## config.mk

```make
export PLATFORM = sky130hd
export DESIGN_NAME = fp_issue_ctrl
export DESIGN_NICKNAME = d
export VERILOG_FILES = /design/src/rtl/fp_issue_ctrl_pkg.sv /design/src/rtl/fp_issue_ctrl_lat_decode.sv /design/src/rtl/fp_issue_ctrl.sv
export SDC_FILE = /design/constraint.sdc
export NUM_CORES = 1
export LEC_CHECK = 0
export BUFFER_PORTS_ARGS = -buffer_cell sky130_fd_sc_hd__buf_4
export CAP_MARGIN = 40
export CORE_MARGIN = 1
export CORE_UTILIZATION = 50
export CTS_CLUSTER_DIAMETER = 100
export DETAILED_ROUTE_END_ITERATION = 12
export PLACE_DENSITY = 0.87
export SLEW_MARGIN = 20
export SYNTH_ARGS = -nofsm -noshare
export SYNTH_HDL_FRONTEND = slang
export SYNTH_SLANG_ARGS = --single-unit
```

## constraint.sdc

```tcl
create_clock -name clk -period 2.2 [get_ports clk]
set_clock_uncertainty 0.15 [all_clocks]
set_input_delay 0 -clock clk [delete_from_list [all_inputs] [get_ports clk]]
set_output_delay 0 -clock clk [all_outputs]
set_load 0.01 [all_outputs]
```

## src/rtl/fp_issue_ctrl_pkg.sv

```systemverilog
// -----------------------------------------------------------------------------
// fp_issue_ctrl_pkg
// Shared types and default latencies for the FP issue controller.
//   fp_op_class_e  : op class carried in AluOp[3:2]
//   fpctrl_state_e : controller FSM states
//   FP_LAT_*       : default execute latencies per op class (legal 1..15)
// -----------------------------------------------------------------------------
package fp_issue_ctrl_pkg;

    // Latency counter width; every latency must fit in 1..15.
    localparam int LAT_W = 4;

    localparam int FP_LAT_ADD  = 3;
    localparam int FP_LAT_MUL  = 4;
    localparam int FP_LAT_DIV  = 12;
    localparam int FP_LAT_MISC = 1;

    typedef enum logic [1:0] {
        FP_ADD  = 2'b00,
        FP_MUL  = 2'b01,
        FP_DIV  = 2'b10,
        FP_MISC = 2'b11
    } fp_op_class_e;

    typedef enum logic [1:0] {
        ST_IDLE = 2'd0,
        ST_EXEC = 2'd1,
        ST_WB   = 2'd2
    } fpctrl_state_e;

endpackage

```

## src/rtl/fp_issue_ctrl_lat_decode.sv

```systemverilog
// -----------------------------------------------------------------------------
// fp_lat_decode
// Purely combinational map from FP op class to execute latency.
// Ports:
//   i_op_class : AluOp[3:2]
//   o_lat      : execute cycles for that class (LAT_W bits)
// -----------------------------------------------------------------------------
module fp_lat_decode
    import fp_issue_ctrl_pkg::*;
#(
    parameter int LAT_ADD  = FP_LAT_ADD,
    parameter int LAT_MUL  = FP_LAT_MUL,
    parameter int LAT_DIV  = FP_LAT_DIV,
    parameter int LAT_MISC = FP_LAT_MISC
) (
    input  logic [1:0]       i_op_class,
    output logic [LAT_W-1:0] o_lat
);

    always_comb begin
        o_lat = LAT_W'(LAT_MISC);
        case (fp_op_class_e'(i_op_class))
            FP_ADD:  o_lat = LAT_W'(LAT_ADD);
            FP_MUL:  o_lat = LAT_W'(LAT_MUL);
            FP_DIV:  o_lat = LAT_W'(LAT_DIV);
            default: o_lat = LAT_W'(LAT_MISC);
        endcase
    end

endmodule

```

## src/rtl/fp_issue_ctrl.sv

```systemverilog
// -----------------------------------------------------------------------------
// fp_issue_ctrl
// Sequences the multi-cycle FP execute unit: accepts one instruction from
// decode, pulses fpu_start, counts the per-class latency, then presents the
// result to the register-file writeback port. Tracks the single in-flight
// destination so decode can stall on RAW hazards. Supports flush.
//
// Optional feature (macro FPCTRL_B2B_ISSUE_EN): accept a new instruction in
// the WB handshake cycle, giving zero bubbles between operations.
//
// Ports:
//   clk, rst                  : clock, asynchronous active-high reset
//   issue_valid/issue_ready   : decode handshake; issue_op, issue_rd payload
//   chk_rs1, chk_rs2          : decode sources; raw_hazard flags a match
//   flush                     : squash the in-flight op
//   fpu_start, fpu_op, fpu_err: FP datapath interface
//   wb_valid/wb_ready         : writeback handshake; wb_rd, wb_err payload
//   busy                      : controller not IDLE
// -----------------------------------------------------------------------------
module fp_issue_ctrl
    import fp_issue_ctrl_pkg::*;
#(
    parameter int REG_IDX_W = 3,
    parameter int LAT_ADD   = FP_LAT_ADD,
    parameter int LAT_MUL   = FP_LAT_MUL,
    parameter int LAT_DIV   = FP_LAT_DIV,
    parameter int LAT_MISC  = FP_LAT_MISC
) (
    input  logic                 clk,
    input  logic                 rst,
    input  logic                 issue_valid,
    output logic                 issue_ready,
    input  logic [3:0]           issue_op,
    input  logic [REG_IDX_W-1:0] issue_rd,
    input  logic [REG_IDX_W-1:0] chk_rs1,
    input  logic [REG_IDX_W-1:0] chk_rs2,
    output logic                 raw_hazard,
    input  logic                 flush,
    output logic                 fpu_start,
    output logic [3:0]           fpu_op,
    input  logic                 fpu_err,
    output logic                 wb_valid,
    output logic [REG_IDX_W-1:0] wb_rd,
    output logic                 wb_err,
    input  logic                 wb_ready,
    output logic                 busy
);

    fpctrl_state_e          r_state;
    logic [LAT_W-1:0]       r_cnt;
    logic                   r_pend_valid;
    logic [REG_IDX_W-1:0]   r_pend_rd;
    logic                   r_err_acc;
    logic                   r_fpu_start;
    logic [3:0]             r_fpu_op;
    logic                   r_wb_valid;
    logic [REG_IDX_W-1:0]   r_wb_rd;
    logic                   r_wb_err;

    logic [LAT_W-1:0]       w_lat;
    logic                   w_accept;
    logic                   w_wb_hs;

    fp_lat_decode #(
        .LAT_ADD  (LAT_ADD),
        .LAT_MUL  (LAT_MUL),
        .LAT_DIV  (LAT_DIV),
        .LAT_MISC (LAT_MISC)
    ) u_lat_decode (
        .i_op_class (issue_op[3:2]),
        .o_lat      (w_lat)
    );

    assign w_wb_hs = (r_state == ST_WB) & wb_ready;

`ifdef FPCTRL_B2B_ISSUE_EN
    assign issue_ready = ((r_state == ST_IDLE) | w_wb_hs) & ~flush;
`else
    assign issue_ready = (r_state == ST_IDLE) & ~flush;
`endif

    assign w_accept   = issue_valid & issue_ready;
    assign raw_hazard = r_pend_valid & ((chk_rs1 == r_pend_rd) | (chk_rs2 == r_pend_rd));

    assign fpu_start = r_fpu_start;
    assign fpu_op    = r_fpu_op;
    assign wb_valid  = r_wb_valid;
    assign wb_rd     = r_wb_rd;
    assign wb_err    = r_wb_err;
    assign busy      = (r_state != ST_IDLE);

    always_ff @(posedge clk or posedge rst) begin
        if (rst) begin
            r_state      <= ST_IDLE;
            r_cnt        <= '0;
            r_pend_valid <= 1'b0;
            r_pend_rd    <= '0;
            r_err_acc    <= 1'b0;
            r_fpu_start  <= 1'b0;
            r_fpu_op     <= '0;
            r_wb_valid   <= 1'b0;
            r_wb_rd      <= '0;
            r_wb_err     <= 1'b0;
        end else begin
            r_fpu_start <= 1'b0;
            if (flush) begin
                // Squash wins over everything, including a same-cycle WB
                // handshake: that result counts as delivered, never re-presented.
                r_state      <= ST_IDLE;
                r_cnt        <= '0;
                r_pend_valid <= 1'b0;
                r_wb_valid   <= 1'b0;
                r_wb_err     <= 1'b0;
            end else begin
                case (r_state)
                    ST_EXEC: begin
                        r_cnt     <= r_cnt - 1'b1;
                        r_err_acc <= r_err_acc | fpu_err;
                        // Counter was loaded with LAT, so the last EXEC cycle
                        // is the one where it reads 1.
                        if (r_cnt <= LAT_W'(1)) begin
                            r_state    <= ST_WB;
                            r_wb_valid <= 1'b1;
                            r_wb_rd    <= r_pend_rd;
                            r_wb_err   <= r_err_acc | fpu_err;
                        end
                    end
                    ST_WB: begin
                        if (wb_ready) begin
                            r_state      <= ST_IDLE;
                            r_pend_valid <= 1'b0;
                            r_wb_valid   <= 1'b0;
                            r_wb_err     <= 1'b0;
                        end
                    end
                    default: begin
                        r_state <= ST_IDLE;
                    end
                endcase

                // Accept overrides the IDLE/WB updates above; in the
                // back-to-back case this keeps pend_valid set with the new rd.
                if (w_accept) begin
                    r_state      <= ST_EXEC;
                    r_cnt        <= w_lat;
                    r_fpu_op     <= issue_op;
                    r_pend_rd    <= issue_rd;
                    r_pend_valid <= 1'b1;
                    r_err_acc    <= 1'b0;
                    r_fpu_start  <= 1'b1;
                end
            end
        end
    end

endmodule

```

==> flow_metrics.env <==
export IMPL_synth_ff_type="dfrtp_1"
export IMPL_route_detailed_drc=0
export IMPL_synth_yosys_seq_area_share_pct=47.3
export IMPL_grt_max_degree=22
export IMPL_cts_resized=0
export IMPL_numPortBuffers=31
export IMPL_grt_busiest_layer="met2"
export IMPL_crit_arrival_ns=1.92
export IMPL_critPathMaxStageDelay_ns=0.46
export IMPL_cellPowerDensity_nw_per_um2=876
export IMPL_worst_pin_slew_ns=0.427
export IMPL_drv_cap=0
export IMPL_critPathSlowestCell="dfrtp_1"
export IMPL_r2r_start="r_cnt[0]"
export IMPL_syn_inst=98
export IMPL_io_pins=32
export IMPL_cts_sinks=21
export IMPL_async_flop_share_pct=100
export IMPL_crit_path_end="wb_rd[0]"
export IMPL_synth_top_cell_area_share_pct=47.3
export IMPL_firstDrtPassIters=4
export IMPL_yosysMostFrequentCell="dfrtp_1"
export IMPL_synth_common_cells="21 x dfrtp_1, 10 x inv_1, 7 x mux2_2, 6 x a21oi_1, 6 x xnor2_1"
export IMPL_fin_nets=167
export IMPL_slew_headroom_pct=71.5
export IMPL_die_h_um=49.1
export IMPL_vdd_drop_max_v=0.000707
export IMPL_postSynthRegisterBits=21
export IMPL_cts_root_buf="clkbuf_4"
export IMPL_globalRouteOverflowTotal=0
export IMPL_start_kind="flip-flop"
export IMPL_rr_endpoint="wb_rd[0]"
export IMPL_viasPerCell=5.44
export IMPL_synth_area_per_cell_um2=11.3
export IMPL_min_period_ns=1.86
export IMPL_syn_num_nets=121
export IMPL_path_cells="inv_1 -> ha_1 -> or2_2 -> nand3_1 -> mux2_2"
export IMPL_use_met1_pct=29.5
export IMPL_grt_pass1_vias=965
export IMPL_synth_edf_count=0
export IMPL_setup_viol=0
export IMPL_totalNegativeSetupSlack_ns=0
export IMPL_fmax_mhz=539
export IMPL_antenna_found_initial=0
export IMPL_violations="hold timing"
export IMPL_wl_per_cell_um=15.5
export IMPL_ys_warn_count=0
export IMPL_via_count=924
export IMPL_rows=16
export IMPL_start_util_pct=55.0
export IMPL_ant_nets=0
export IMPL_r2r_slack_ns=0.34
export IMPL_status="complete, but fails checks"
export IMPL_drtIter0Drc=2
export IMPL_met2_usage_pct=42.9
export IMPL_ctsHoldBuffers=12
export IMPL_holdWs_ns=-0.00907
export IMPL_cts_buffers=3
export IMPL_clock_latency_ns=0.31
export IMPL_yosys_top_cells_area="dfrtp_1 47%, mux2_2 7.1%, xnor2_1 4.7%, ha_1 4.5%, mux2_4 4.1%"
export IMPL_rsz0062_at_grt="false"
export IMPL_post_cts_buffers=0
export IMPL_reg2reg_depth=5
export IMPL_drive_gt1_share_pct=36.4
export IMPL_dieArea_um2=2410
export IMPL_cp_max_fo=5
export IMPL_dpl_hpwl_um=1780
export IMPL_coreArea_um2=2020
export IMPL_cp_startpoint="r_cnt[0]"
export IMPL_diodes=0
export IMPL_p_leak_nw=0.715
export IMPL_gp_congestion=0.779
export IMPL_critPathKind="reg -> reg"
export IMPL_tritoncts="built"
export IMPL_fin_crit_sh_pct=84.4
export IMPL_final_util_pct=74.8
export IMPL_grt_pass1_wl_um=4400
export IMPL_syn_area_um2=1110
export IMPL_grtUsageMet3_pct=4.05
export IMPL_track_usage_pct=24.8
export IMPL_hold_viol_final=4
export IMPL_slew_violations=0
export IMPL_die_x_um=49.1
export IMPL_endpoint_kind="flip-flop"
export IMPL_hp_class="in -> async"
export IMPL_htree_levels=1
export IMPL_required_ns=2.26
export IMPL_syn_to_final_growth_pct=36.1
export IMPL_path_clk_slew_ns=0.12
export IMPL_cts_path_max_buffers=2
export IMPL_synth_distinct_cells=32
export IMPL_routed_wl_um=2640
export IMPL_yosysTopAreaCell="dfrtp_1"
==> state kept, by name, summed over array words and instances, names as in the netlist <==
| signal | cells |
|---|---|
| r_pend_valid | 1 |
| wb_err | 1 |
| wb_rd | 3 |
| r_state | 2 |
| fpu_start | 1 |
| r_cnt | 4 |
| r_err_acc | 1 |
| wb_valid | 1 |
| fpu_op | 4 |
| r_pend_rd | 3 |
==> worst max-delay path: cells and delay by family (launching register included) <==
family | cells | cell delay (ns)
adders and majority gates | 1 | 0.22
buffers and inverters | 1 | 0.07
DFF | 1 | 0.46
muxes | 1 | 0.35
and+or+nand+nor | 2 | 0.50
==> stage by stage <==
stage,power (mW),instances,setup slack [ns],instance area [um^2]
2_1_floorplan,0.908,98,0.505,1110
3_3_place_gp,1.08,153,0.469,1350
3_5_place_dp,1.11,153,0.390,1350
4_1_cts,1.32,169,0.365,1500
5_1_grt,1.41,170,0.273,1510
6_report,1.32,170,0.343,1510
==> routing by layer <==
layer	part of all wire, %	wire (um)	up-vias
li1	-	-	432
met1	41	1090	452
met2	52	1370	31
met3	3.3	86	9
met4	3.3	86	0
met5	0	0	-
==> power by group <==
group	switching [mW]	internal, mW
registers	0.103	0.495
clock network	0.120	0.0681
logic	0.229	0.309
==> worst min path at each step <==
| stage | cells past startpoint | end | slack [ns] | start |
|---|---|---|---|---|
| 2_1_floorplan | 1 | fpu_op[0] | -0.17 | rst |
| 3_3_place_gp | 2 | fpu_op[1] | 0.03 | rst |
| 3_5_place_dp | 2 | fpu_op[3] | 0.05 | rst |
| 4_1_cts | 3 | fpu_start | 0.01 | issue_valid |
| 5_1_grt | 3 | r_pend_rd[1] | 0.02 | rst |
| 6_report | 3 | r_pend_rd[2] | -0.009 | rst |
==> final cells by class <==
cell class                      instances  area, um^2
Clock buffer                            3        22.5
Multi-Input combinational cell         63         513
Timing Repair Buffer                   45         375
Tap cell                               27        33.8
Inverter                               10        37.5
Clock inverter                          1        5.00
Fill cell                             132         509
Sequential cell                        21         526
==> kinds of logic (layout without fill, tap and decap cells) <==
kind of cell | count (synthesis) | count (layout) | share of synthesized area (%)
xor+xnor | 6 | 6 | 4.73
compound gates | 22 | 22 | 13.0
mux | 10 | 10 | 11.1
flops | 21 | 21 | 47.3
simple gates | 21 | 21 | 12.8
fa+ha+maj | 4 | 4 | 4.50
buf+inv | 14 | 59 | 6.53
==> cell usage in the layout, fill, tap and decap left out, drive strengths merged, types with 4 or more instances in the layout <==
cell,netlist,final
buf,4,33
dfrtp,21,21
dlygate4sd3,0,12
inv,10,10
mux2,10,10
a21oi,6,6
xnor2,6,6
o21ai,6,6
a32oi,4,4
nor2,4,4
ha,4,4
Power figures use the tool's default switching activity.
